<file path="config.mk">
export PLATFORM = sky130hd
export DESIGN_NAME = servo_pwm_capture_flat
export DESIGN_NICKNAME = d
export VERILOG_FILES = /design/src/rtl/servo_pwm_capture_if.sv /design/src/rtl/servo_pwm_capture.sv /design/src/flat_wrapper.sv
export SDC_FILE = /design/constraint.sdc
export NUM_CORES = 1
export LEC_CHECK = 0
export BUFFER_PORTS_ARGS = -buffer_cell sky130_fd_sc_hd__buf_2
export CAP_MARGIN = 20
export CELL_PAD_IN_SITES_DETAIL_PLACEMENT = 1
export CELL_PAD_IN_SITES_GLOBAL_PLACEMENT = 2
export CORE_ASPECT_RATIO = 0.6
export CORE_MARGIN = 3
export CORE_UTILIZATION = 30
export DETAILED_ROUTE_END_ITERATION = 6
export PLACE_DENSITY = 0.72
export SLEW_MARGIN = 20
export SYNTH_ARGS = -nofsm -noshare
export SYNTH_HDL_FRONTEND = slang
export SYNTH_SLANG_ARGS = --single-unit
</file>
<file path="constraint.sdc">
create_clock -name clk -period 4.87 [get_ports clk]
set_clock_uncertainty 0.15 [all_clocks]
set_input_delay 0.7305 -clock clk [delete_from_list [all_inputs] [get_ports clk]]
set_output_delay 0.7305 -clock clk [all_outputs]
set_load 0.1 [all_outputs]
</file>
<file path="src/rtl/servo_pwm_capture_if.sv">
// Servo PWM capture bus: the raw PWM line in, measurement results out.
// master = capture block, slave = consumer of the measurements.
interface servo_pwm_capture_if #(
    parameter int unsigned CNT_W = 22
);
    logic             pwm_in;
    logic [CNT_W-1:0] high_cnt;
    logic [CNT_W-1:0] period_cnt;
    logic [1:0]       pos_code;
    logic             meas_valid;
    logic             timeout;

    modport master (
        input  pwm_in,
        output high_cnt, period_cnt, pos_code, meas_valid, timeout
    );

    modport slave (
        output pwm_in,
        input  high_cnt, period_cnt, pos_code, meas_valid, timeout
    );
endinterface

</file>
<file path="src/rtl/servo_pwm_capture.sv">
// Servo PWM receiver: synchronises and glitch-filters the PWM line, measures high time
// and period in clk cycles, and decodes the high time into a 2-bit position code.
module servo_pwm_capture #(
    parameter int unsigned SYNC_STAGES = 2,
    parameter int unsigned FILT_LEN    = 4,
    parameter int unsigned CNT_W       = 22,
    parameter int unsigned TIMEOUT     = 2_500_000,
    parameter int unsigned MIN_HIGH    = 25_000,
    parameter int unsigned T1_MAX      = 112_500,
    parameter int unsigned T2_MAX      = 195_000,
    parameter int unsigned T3_MAX      = 300_000
) (
    input logic                 clk,
    input logic                 rst_n,
    servo_pwm_capture_if.master bus
);
    localparam int unsigned      FILT_W    = $clog2(FILT_LEN + 1);
    localparam logic [CNT_W-1:0] TIMEOUT_C = CNT_W'(TIMEOUT);

    typedef enum logic [1:0] {StIdle, StHigh, StLow} state_e;

    logic [SYNC_STAGES-1:0] sync_q;
    logic                   pwm_s;
    logic [FILT_W-1:0]      filt_cnt_q;
    logic                   pwm_f_q;
    logic                   pwm_d_q;
    logic                   rise;
    logic                   fall;

    state_e           state_q;
    logic [CNT_W-1:0] cnt_q;
    logic [CNT_W-1:0] cnt_inc;
    logic [CNT_W-1:0] hi_lat_q;
    logic [CNT_W-1:0] high_cnt_q;
    logic [CNT_W-1:0] period_cnt_q;
    logic [1:0]       pos_code_q;
    logic             meas_valid_q;
    logic             timeout_q;

    // Reset to 1 so a line already high at reset does not look like a rise.
    always_ff @(posedge clk or negedge rst_n) begin
        if (!rst_n) begin
            sync_q <= '1;
        end else begin
            sync_q <= {sync_q[SYNC_STAGES-2:0], bus.pwm_in};
        end
    end

    assign pwm_s = sync_q[SYNC_STAGES-1];

    // Level changes only after FILT_LEN consecutive differing samples; both edges
    // see the same delay, so the filtered high time equals the input high time.
    always_ff @(posedge clk or negedge rst_n) begin
        if (!rst_n) begin
            filt_cnt_q <= '0;
            pwm_f_q    <= 1'b1;
            pwm_d_q    <= 1'b1;
        end else begin
            pwm_d_q <= pwm_f_q;
            if (pwm_s == pwm_f_q) begin
                filt_cnt_q <= '0;
            end else if (filt_cnt_q == FILT_W'(FILT_LEN - 1)) begin
                pwm_f_q    <= pwm_s;
                filt_cnt_q <= '0;
            end else begin
                filt_cnt_q <= filt_cnt_q + FILT_W'(1);
            end
        end
    end

    assign rise = pwm_f_q & ~pwm_d_q;
    assign fall = ~pwm_f_q & pwm_d_q;

    always_comb begin
        cnt_inc = cnt_q;
        if (cnt_q != '1) begin
            cnt_inc = cnt_q + CNT_W'(1);
        end
    end

    function automatic logic [1:0] decode(input logic [CNT_W-1:0] h);
        logic [1:0] code;
        code = 2'd0;
        if (h < CNT_W'(MIN_HIGH)) begin
            code = 2'd0;
        end else if (h <= CNT_W'(T1_MAX)) begin
            code = 2'd1;
        end else if (h <= CNT_W'(T2_MAX)) begin
            code = 2'd2;
        end else if (h <= CNT_W'(T3_MAX)) begin
            code = 2'd3;
        end
        return code;
    endfunction

    // Measurement FSM. An edge in the same cycle as cnt == TIMEOUT takes priority.
    always_ff @(posedge clk or negedge rst_n) begin
        if (!rst_n) begin
            state_q      <= StIdle;
            cnt_q        <= '0;
            hi_lat_q     <= '0;
            high_cnt_q   <= '0;
            period_cnt_q <= '0;
            pos_code_q   <= 2'd0;
            meas_valid_q <= 1'b0;
            timeout_q    <= 1'b0;
        end else begin
            meas_valid_q <= 1'b0;
            case (state_q)
                StIdle: begin
                    if (rise) begin
                        state_q <= StHigh;
                        cnt_q   <= CNT_W'(1);
                    end
                end
                StHigh: begin
                    if (fall) begin
                        hi_lat_q <= cnt_q;
                        cnt_q    <= cnt_inc;
                        state_q  <= StLow;
                    end else if (cnt_q == TIMEOUT_C) begin
                        state_q    <= StIdle;
                        timeout_q  <= 1'b1;
                        pos_code_q <= 2'd0;
                    end else begin
                        cnt_q <= cnt_inc;
                    end
                end
                StLow: begin
                    if (rise) begin
                        period_cnt_q <= cnt_q;
                        high_cnt_q   <= hi_lat_q;
                        pos_code_q   <= decode(hi_lat_q);
                        meas_valid_q <= 1'b1;
                        timeout_q    <= 1'b0;
                        cnt_q        <= CNT_W'(1);
                        state_q      <= StHigh;
                    end else if (cnt_q == TIMEOUT_C) begin
                        state_q    <= StIdle;
                        timeout_q  <= 1'b1;
                        pos_code_q <= 2'd0;
                    end else begin
                        cnt_q <= cnt_inc;
                    end
                end
                default: begin
                    state_q <= StIdle;
                end
            endcase
        end
    end

    assign bus.high_cnt   = high_cnt_q;
    assign bus.period_cnt = period_cnt_q;
    assign bus.pos_code   = pos_code_q;
    assign bus.meas_valid = meas_valid_q;
    assign bus.timeout    = timeout_q;
endmodule
</file>
<file path="src/flat_wrapper.sv">
// flat-port wrapper written by rule: the top's interface ports become plain ports
module servo_pwm_capture_flat 
#(
    parameter int unsigned SYNC_STAGES = 2,
    parameter int unsigned FILT_LEN    = 4,
    parameter int unsigned CNT_W       = 22,
    parameter int unsigned TIMEOUT     = 2_500_000,
    parameter int unsigned MIN_HIGH    = 25_000,
    parameter int unsigned T1_MAX      = 112_500,
    parameter int unsigned T2_MAX      = 195_000,
    parameter int unsigned T3_MAX      = 300_000
)
  (clk, rst_n, bus_pwm_in, bus_high_cnt, bus_period_cnt, bus_pos_code, bus_meas_valid, bus_timeout);
  servo_pwm_capture_if #(.CNT_W(CNT_W)) bus_i ();
  input logic clk;
  input logic rst_n;
  input wire logic [$bits(bus_i.pwm_in)-1:0] bus_pwm_in;
  output wire logic [$bits(bus_i.high_cnt)-1:0] bus_high_cnt;
  output wire logic [$bits(bus_i.period_cnt)-1:0] bus_period_cnt;
  output wire logic [$bits(bus_i.pos_code)-1:0] bus_pos_code;
  output wire logic [$bits(bus_i.meas_valid)-1:0] bus_meas_valid;
  output wire logic [$bits(bus_i.timeout)-1:0] bus_timeout;
  assign bus_i.pwm_in = bus_pwm_in;
  assign bus_high_cnt = bus_i.high_cnt;
  assign bus_period_cnt = bus_i.period_cnt;
  assign bus_pos_code = bus_i.pos_code;
  assign bus_meas_valid = bus_i.meas_valid;
  assign bus_timeout = bus_i.timeout;
  servo_pwm_capture #(.SYNC_STAGES(SYNC_STAGES), .FILT_LEN(FILT_LEN), .CNT_W(CNT_W), .TIMEOUT(TIMEOUT), .MIN_HIGH(MIN_HIGH), .T1_MAX(T1_MAX), .T2_MAX(T2_MAX), .T3_MAX(T3_MAX)) u_core (.clk(clk), .rst_n(rst_n), .bus(bus_i));
endmodule
</file>
* Yosys cells after proc, flatten, opt, wreduce, memory -nomap -nowiden
Cells that the tools add are included.
** Word-level totals
- Logic and storage cells :: 66
- Output and inout port bits :: 48
- Input bits :: 3
- Bits in registers :: 101
** Cells by class
- Eq/ne operators :: 8
- Reduce and logical (&&, ||, !) cells :: 8
- Muxes and demuxes :: 27
- Bitwise operators :: 5
- Magnitude comparators :: 4
- $add $sub $neg :: 2
** Operator list (count)
- $mux W22 :: 5
- $pmux W22 S3 :: 1
- $add A22 B1 Y22 const B :: 1
- $eq A22 B22 Y1 const B :: 1
- $le A22 B17 Y1 const B :: 1
- $le A22 B18 Y1 const B :: 1
- $le A22 B19 Y1 const B :: 1
- $lt A22 B15 Y1 const B :: 1
- $mux W2 :: 11
- $ne A22 B22 Y1 const B :: 1
- $reduce_and A2 Y1 :: 5
- $mux W3 :: 2
- $pmux W2 S3 :: 1
- $mux W1 :: 5
- $pmux W2 S2 :: 1
- $add A3 B1 Y3 const B :: 1
- $eq A3 B2 Y1 const B :: 1
- $not A1 Y1 :: 3
- $reduce_bool A3 Y1 :: 1
- $and A1 B1 Y1 :: 2
- $eq A2 B1 Y1 const B :: 1
- $eq A2 B2 Y1 const B :: 1
- $logic_not A2 Y1 :: 1
- $ne A2 B1 Y1 const B :: 1
- other kinds (4) :: 4

* Longest topological paths before layout
Gate-level depths: netlist of the first run.
- Depth after elaboration :: 7
- Gate-level depth with buffers :: 9
- Depth with buffers taken out :: 7

* Least setup slack after synthesis of the first run
No wires, ideal clock.
- Path kind :: reg-to-reg
- Start point :: register u_core.state_q[0]
- End point :: register u_core.cnt_q[14]
- Required time :: 4.637 ns
- Buffers on the path :: 1
- Period minus slack after synthesis :: 2.262 ns
- Stages on the path, launching flop included :: 9
- Library setup time :: 0.083 ns
- Arrival time :: 2.029 ns
- Slack :: 2.608 ns
- Path through :: dfrtp_1 > inv_1 > ha_1 > buf_2 > nand2_1 > o21bai_1 > nand2_1 > or4b_2 > o21ai_0
** Between the ends
- Longest elaborated chain between the ends :: 3
- Elaborated cells on any way between the ends :: 7
- Those cells by class :: 3 x eq/ne; 1 x mux; 3 x reduce/logical
** Ends and longest elaborated chain
- start: declaration :: line servo_pwm_capture.sv:30 : state_e state_q;
- start signal: assignment :: line servo_pwm_capture.sv:99 : state_q <= StIdle;
- start signal: assignment :: line servo_pwm_capture.sv:112 : state_q <= StHigh;
- start signal: assignment :: line servo_pwm_capture.sv:120 : state_q <= StLow;
- $eq A2 B1 Y1 (tied with other cells) :: line servo_pwm_capture.sv:109 : case (state_q)
- $reduce_bool A3 Y1 (no source line) or $ne A2 B1 Y1 (tied branches)
- $reduce_and A2 Y1 (no source line)
- end signal: assignment :: line servo_pwm_capture.sv:119 : cnt_q <= cnt_inc;
- end signal: assignment :: line servo_pwm_capture.sv:126 : cnt_q <= cnt_inc;
- end signal: assignment :: line servo_pwm_capture.sv:143 : cnt_q <= cnt_inc;
- end: declaration :: line servo_pwm_capture.sv:31 : logic [CNT_W-1:0] cnt_q;
Several ways; a longest one is shown, not always the timed one.
A chain may end at the register's enable or synchronous reset.

* Worst setup path in the final report of the first run
- Start point :: register u_core.cnt_q[13]
- End point :: register u_core.cnt_q[7]
** Between the ends
- Longest elaborated chain between the ends :: 5
- Elaborated cells on any way between the ends :: 7
- Those cells by class :: 2 x eq/ne; 5 x mux
** Ends and longest elaborated chain
- $ne A22 B22 Y1 :: line servo_pwm_capture.sv:76 : if (cnt_q != '1) begin
- $mux W22 :: line servo_pwm_capture.sv:76
- $mux W22 :: line servo_pwm_capture.sv:121, servo_pwm_capture.sv:138
- $mux W22 (on tied branches) :: line servo_pwm_capture.sv:130, servo_pwm_capture.sv:117
- $pmux W22 S3 (*) :: line servo_pwm_capture.sv:109
Mark *: on every way between the ends. The rest lies on a longest branch, timed or not.

==> results.sh, run 1 <==
export IMPL_root_buffer="clkbuf_16"
export IMPL_vias=4236
export IMPL_antenna_found_initial=0
export IMPL_numCtsBuffers=9
export IMPL_ys_types=70
export IMPL_clk_latency_ns=0.35
export IMPL_drt_iter0_markers=259
export IMPL_yosys_warnings=0
export IMPL_seq_area_mm2=0.00253
export IMPL_place_congestion=0.907
export IMPL_crit_path_end_kind="register"
export IMPL_wl_per_cell_um=20.7
export IMPL_worst_ep_required_time_ns=4.96
export IMPL_finalSetupViolations=0
export IMPL_firstDrtPassIters=5
export IMPL_n_fill_cell=1832
export IMPL_critPathMaxStageDelay_ns=0.60
export IMPL_die_area_mm2=0.0181
export IMPL_start_kind="register"
export IMPL_ir_worst_vdd_mv=0.229
export IMPL_synthesis_nets=533
export IMPL_grt_first_pass_wirelength_um=25700
export IMPL_hp_start="u_core.sync_q[0]$_DFF_PN1_"
export IMPL_path_max_fanout=11
export IMPL_max_cap_violations=0
export IMPL_synth_edf_count=0
export IMPL_rr_startpoint="u_core.cnt_q[13]$_DFFE_PN0P_"
export IMPL_syn_to_final_growth_pct=13.9
export IMPL_whs_path_depth=0
export IMPL_postCtsHoldBufs=0
export IMPL_switchingPower_mw=1.13
export IMPL_drive_gt1_share_pct=18.8
export IMPL_cp_arrival_ns=2.95
export IMPL_ys_ff_latch=101
export IMPL_ios=51
export IMPL_finalWirelength_um=15900
export IMPL_antenna_left=0
export IMPL_rsz0062_at_grt="false"
export IMPL_core_area_mm2=0.0158
export IMPL_fmax_mhz=350
export IMPL_p_sw_share_pct=42.8
export IMPL_power_frac_comb_pct=34.9
export IMPL_r2r_slack_ns=2.01
export IMPL_tritoncts="built"
export IMPL_n_antenna_cell=0
export IMPL_outcome="complete, no violations"
export IMPL_viasPerCell=5.49
export IMPL_fin_crit_sh_pct=58.7
export IMPL_start_util_pct=31.4
export IMPL_pre_cts_ws_ns=2.12
export IMPL_finalHoldViolations=0
export IMPL_reg2regPathDepth=5
export IMPL_reg2reg_to="u_core.cnt_q[7]$_DFFE_PN0P_"
export IMPL_dp_hpwl_um=11600
export IMPL_grt_max_degree=72
export IMPL_whs_ns=0.212
export IMPL_die_w_um=172
export IMPL_grt_usage_pct=18.3
export IMPL_async_flop_share_pct=100
export IMPL_tightest_slew_ns=0.923
export IMPL_grt_remaining_overflow=0
export IMPL_port_buffers=50
export IMPL_htreeDepth=3
export IMPL_syn_area_mm2=0.00495
export IMPL_slew_violations=0
export IMPL_ctsResizeCount=0
export IMPL_final_nets=573
export IMPL_syn_inst=523
export IMPL_post_cts_buffers=0
export IMPL_rows=35
export IMPL_power_frac_seq_pct=38.2
export IMPL_cts_buffer_depth=2
export IMPL_setup_tns_ns=0
export IMPL_holdCritPathClass="reg -> reg"
export IMPL_synth_ff_type="dfrtp_1"
export IMPL_cp_cell_sequence="and4_1 > nand4_1 > nor2_1 > nor3_1 > a221o_1"
export IMPL_p_int_mw=1.51
export IMPL_die_y_um=106
export IMPL_cts_sinks=101
export IMPL_ys_seq_area_share_pct=51.1
export IMPL_slowest_stage="dfrtp_1"
export IMPL_drc=0
export IMPL_path_clk_slew_ns=0.08
export IMPL_critPathKind="reg -> reg"
export IMPL_power_density_mw_per_mm2=469
export IMPL_relSlewSlack_pct=38.5
export IMPL_holdPathEnd="u_core.sync_q[1]$_DFF_PN1_"
export IMPL_first_global_vias=4369
export IMPL_multiInputGateArea_mm2=0.00221
export IMPL_period_minus_slack_ns=2.86
export IMPL_syn_avg_cell_area_um2=9.47
export IMPL_worst_slack_ns=2.01
export IMPL_clockPowerShare_pct=26.9
export IMPL_p_leak_nw=2.76
-- cell usage in the layout (no fill, tap or decap), types with 9 or more instances in the layout --
master,Yosys,final
dfrtp_1,97,97
buf_2,2,49
nand2_1,152,151
a21oi_1,13,13
inv_1,13,13
nor2_1,18,18
mux2_2,16,16
clkbuf_16,0,9
a31oi_1,13,13
o21ai_0,30,30
-- synthesized netlist by cell type (3+ instances only) --
cell,number,share of area [%]
dfrtp_1,97,49
o31ai_1,6,0.91
nand4_1,8,1.0
and2_1,8,1.0
or2_2,3,0.38
or4_1,3,0.45
a41oi_1,3,0.53
nor2_1,18,1.4
o311ai_0,3,0.53
o211ai_1,3,0.45
a31oi_1,13,1.6
mux2_2,16,3.6
nand3_1,8,0.81
dfstp_2,4,2.1
a211oi_1,4,0.61
nor3_1,8,0.81
inv_1,13,0.99
nor4_1,7,0.88
nand2_1,152,12
and4_1,3,0.53
o2111ai_1,3,0.53
and3_1,4,0.51
a21oi_1,13,1.3
nand2b_1,3,0.38
nor3b_1,3,0.45
o21ai_0,30,3.0
o22ai_1,7,0.88
clkbuf_1,15,1.1
clkbuf_8,4,1.1
nor4b_1,4,0.71
ha_1,7,1.8
-- flip-flops by register name, indices dropped and copies added, names as in the netlist --
signal,cells
u_core.bus.period_cnt,22
u_core.hi_lat_q,22
u_core.bus.meas_valid,1
u_core.bus.high_cnt,22
u_core.state_q,2
u_core.bus.pos_code,2
u_core.bus.timeout,1
u_core.cnt_q,22
u_core.filt_cnt_q,3
u_core.pwm_f_q,1
u_core.pwm_d_q,1
u_core.sync_q,2
-- power groups by stage --
stage	combinational, mW	sequential [mW]	clock [mW]
after floorplan	0.469	1.22	0
after global placement	0.895	1.02	0
after detailed placement	0.919	1.03	0
after CTS	0.921	1.01	0.736
after global routing	1.00	1.02	0.772
final	0.925	1.01	0.712
-- critical path: cells and delay by family (launching register included) --
family,cells,cell delay (ns)
simple gates,4,1.68
flops,1,0.60
compound gates,1,0.31
-- layout make-up --
| type | instances | area share [%] |
|---|---|---|
| flip-flops and latches | 101 | 44.9 |
| multi-input cells | 382 | 39.2 |
| repair buffers | 56 | 5.28 |
| well taps | 203 | 4.50 |
| clock buffers | 9 | 3.99 |
| clock inverters | 7 | 1.24 |
| inverters | 13 | 0.865 |
-- layer usage --
metal  part of all wire [%]  vias up  GRT usage, %
li1                       -     1954             -
met1                     54     2152          29.3
met2                     40      123          25.5
met3                    5.7        7          3.49
met4                   0.56        0          3.13
met5                      0        -             0
-- through the flow --
step                instances  power (mW)  instance area, um2  util, %
finish                    771        2.65                5640     35.8
floorplan                 523        1.69                4950        -
global placement          755        1.91                5350     33.9
detailed placement        755        1.94                5350     33.9
global route              771        2.80                5640     35.8
CTS                       771        2.67                5640     35.8
-- how the worst max path moves through the flow --
stage                                              from                      endpoint  slack [ns]  cells past startpoint
after floorplan           u_core.state_q[0]$_DFFE_PN0P_  u_core.cnt_q[14]$_DFFE_PN0P_        2.61                      8
after global placement     u_core.cnt_q[13]$_DFFE_PN0P_   u_core.cnt_q[7]$_DFFE_PN0P_        2.14                      5
after detailed placement   u_core.cnt_q[13]$_DFFE_PN0P_   u_core.cnt_q[7]$_DFFE_PN0P_        2.12                      5
after CTS                   u_core.cnt_q[0]$_DFFE_PN0P_   u_core.cnt_q[1]$_DFFE_PN0P_        2.09                      7
after global routing        u_core.cnt_q[0]$_DFFE_PN0P_   u_core.cnt_q[1]$_DFFE_PN0P_        1.88                      7
final                      u_core.cnt_q[13]$_DFFE_PN0P_   u_core.cnt_q[7]$_DFFE_PN0P_        2.01                      5
-- logic make-up after synthesis --
group / count (synthesis) / share of synthesized area (%)
DFF: 101 / 51.1
muxes: 16 / 3.64
xor gates and xnor gates: 1 / 0.177
AOI/OAI and AO/OA: 107 / 14.4
and+or+nand+nor: 251 / 24.6
buffers and inverters: 40 / 4.22
adders and majority gates: 7 / 1.77
No activity file was read; power rests on OpenSTA's default activity.
==> run 2, diff against run 1 <==
- clock period: 4.87 -> 2.7 ns (I/O delays scaled with it)
==> results.sh, run 2 (same netlist as run 1, synthesis figures left out) <==
export IMPL_power_density_mw_per_mm2=846
export IMPL_rr_startpoint="u_core.state_q[0]$_DFFE_PN0P_"
export IMPL_setup_tns_ns=0
export IMPL_grt_remaining_overflow=0
export IMPL_fmax_mhz=405
export IMPL_rows=35
export IMPL_drt_iter0_markers=282
export IMPL_ios=51
export IMPL_power_frac_seq_pct=36.8
export IMPL_grt_max_degree=53
export IMPL_rsz0062_at_grt="false"
export IMPL_final_common_cell="nand2_1"
export IMPL_grt_first_pass_wirelength_um=25200
export IMPL_core_area_mm2=0.0158
export IMPL_critPathKind="reg -> reg"
export IMPL_power_frac_comb_pct=35.9
export IMPL_relSlewSlack_pct=64.3
export IMPL_die_area_mm2=0.0181
export IMPL_root_buffer="clkbuf_16"
export IMPL_drive_gt1_share_pct=21.9
export IMPL_dp_hpwl_um=11900
export IMPL_finalCoreUtilization_pct=37.1
export IMPL_first_global_vias=4200
export IMPL_numCtsBuffers=9
export IMPL_path_max_fanout=10
export IMPL_worstSetupStartpoint="u_core.state_q[0]$_DFFE_PN0P_"
export IMPL_finalSetupViolations=0
export IMPL_p_leak_nw=2.88
export IMPL_syn_to_final_growth_pct=18.0
export IMPL_start_kind="register"
export IMPL_fin_crit_sh_pct=91.5
export IMPL_finalHoldViolations=0
export IMPL_whs_path_depth=0
export IMPL_htreeDepth=3
export IMPL_place_congestion=0.897
export IMPL_worst_ep_required_time_ns=2.79
export IMPL_switchingPower_mw=2.06
export IMPL_vias=4254
export IMPL_path_clk_slew_ns=0.08
export IMPL_ir_worst_vdd_mv=0.300
export IMPL_final_nets=595
export IMPL_layout_common_cells="nand2_1 (151), dfrtp_1 (97), buf_2 (49)"
export IMPL_p_sw_share_pct=41.7
export IMPL_clockPowerShare_pct=27.3
export IMPL_grt_usage_pct=18.0
export IMPL_clk_latency_ns=0.35
export IMPL_antenna_found_initial=0
export IMPL_reg2regPathDepth=8
export IMPL_crit_path_end_kind="register"
export IMPL_n_antenna_cell=0
export IMPL_wl_per_cell_um=19.9
export IMPL_drc=0
export IMPL_post_cts_buffers=0
export IMPL_start_util_pct=31.4
export IMPL_period_minus_slack_ns=2.47
export IMPL_cp_arrival_ns=2.56
export IMPL_finalWirelength_um=15800
export IMPL_max_cap_violations=0
export IMPL_tightest_slew_ns=0.534
export IMPL_die_w_um=172
export IMPL_slew_violations=0
export IMPL_firstDrtPassIters=4
export IMPL_cts_sinks=101
export IMPL_antenna_left=0
export IMPL_outcome="complete, no violations"
export IMPL_viasPerCell=5.36
export IMPL_die_y_um=106
export IMPL_port_buffers=50
export IMPL_n_fill_cell=1863
export IMPL_cts_buffer_depth=2
export IMPL_holdCritPathClass="reg -> reg"
export IMPL_hp_start="u_core.sync_q[0]$_DFF_PN1_"
export IMPL_tritoncts="built"
export IMPL_p_int_mw=2.88
## run 2: cell count changes in the layout (fill, tap and decap cells not counted), sizes merged
cell,delta
buf,+20
bufinv,+1
clkinv,-2
inv,+1
dlygate4sd3,+2
## run 2: timing repair
item                                    CTS  global route
hold buffers                              2             0
endpoints found under the setup margin    0             2
hold endpoints to repair                 33             0
resized for setup                         0             2
## run 2: worst paths after layout
path | end | slack [ns]
max in group asynchronous | u_core.pwm_d_q$_DFF_PN1_ | 1.28
max reg2reg | u_core.cnt_q[12]$_DFFE_PN0P_ | 0.23
min in group asynchronous | u_core.bus.high_cnt[7]$_DFFE_PN0P_ | 0.42
min reg2reg | u_core.sync_q[1]$_DFF_PN1_ | 0.21
min | u_core.sync_q[1]$_DFF_PN1_ | 0.21
max | u_core.cnt_q[12]$_DFFE_PN0P_ | 0.23
## run 2: area by class of cell
type                    count  area (um2)  share of cell area (%)
flip-flops and latches    101        2530                    43.3
multi-input cells         382        2220                    38.0
clock buffers               9         225                    3.85
well taps                 203         254                    4.35
clock inverters             7        80.1                    1.37
inverters                  13        48.8                   0.835
repair buffers             78         480                    8.22
## run 2: through the flow
step                hold WS, ns  setup slack, ns  area, um2  power, mW  cells
floorplan               -0.0406            0.438       4950       3.04    523
global placement          0.196            0.249       5510       3.56    775
detailed placement        0.199            0.205       5510       3.60    775
CTS                       0.210            0.186       5830       4.97    793
global route              0.211           0.0452       5840       5.23    793
finish                    0.209            0.230       5840       4.94    793
## run 2: metal layers
| layer | part of all wire [%] | GRT usage [%] |
|---|---|---|
| met1 | 52 | 29.7 |
| met2 | 40 | 23.8 |
| met3 | 7.7 | 4.01 |
| met4 | 0.37 | 2.45 |
| met5 | 0 | 0 |
## run 2: critical path, stage by stage (launching register included)
cell and delay [ns]:
dfrtp_1 0.39, inv_1 0.09, ha_2 0.43, and2_1 0.17, a31oi_1 0.08, nor2_1 0.18, buf_4 0.16, nand2_1 0.25
o41ai_1 0.45
## run 2: power groups by stage
stage / Clock [mW] / Combinational (mW) / Sequential [mW]
floorplan: 0 / 0.847 / 2.20
detailed placement: 0 / 1.75 / 1.85
finish: 1.35 / 1.77 / 1.82
CTS: 1.39 / 1.76 / 1.82
global placement: 0 / 1.72 / 1.84
global route: 1.45 / 1.94 / 1.85
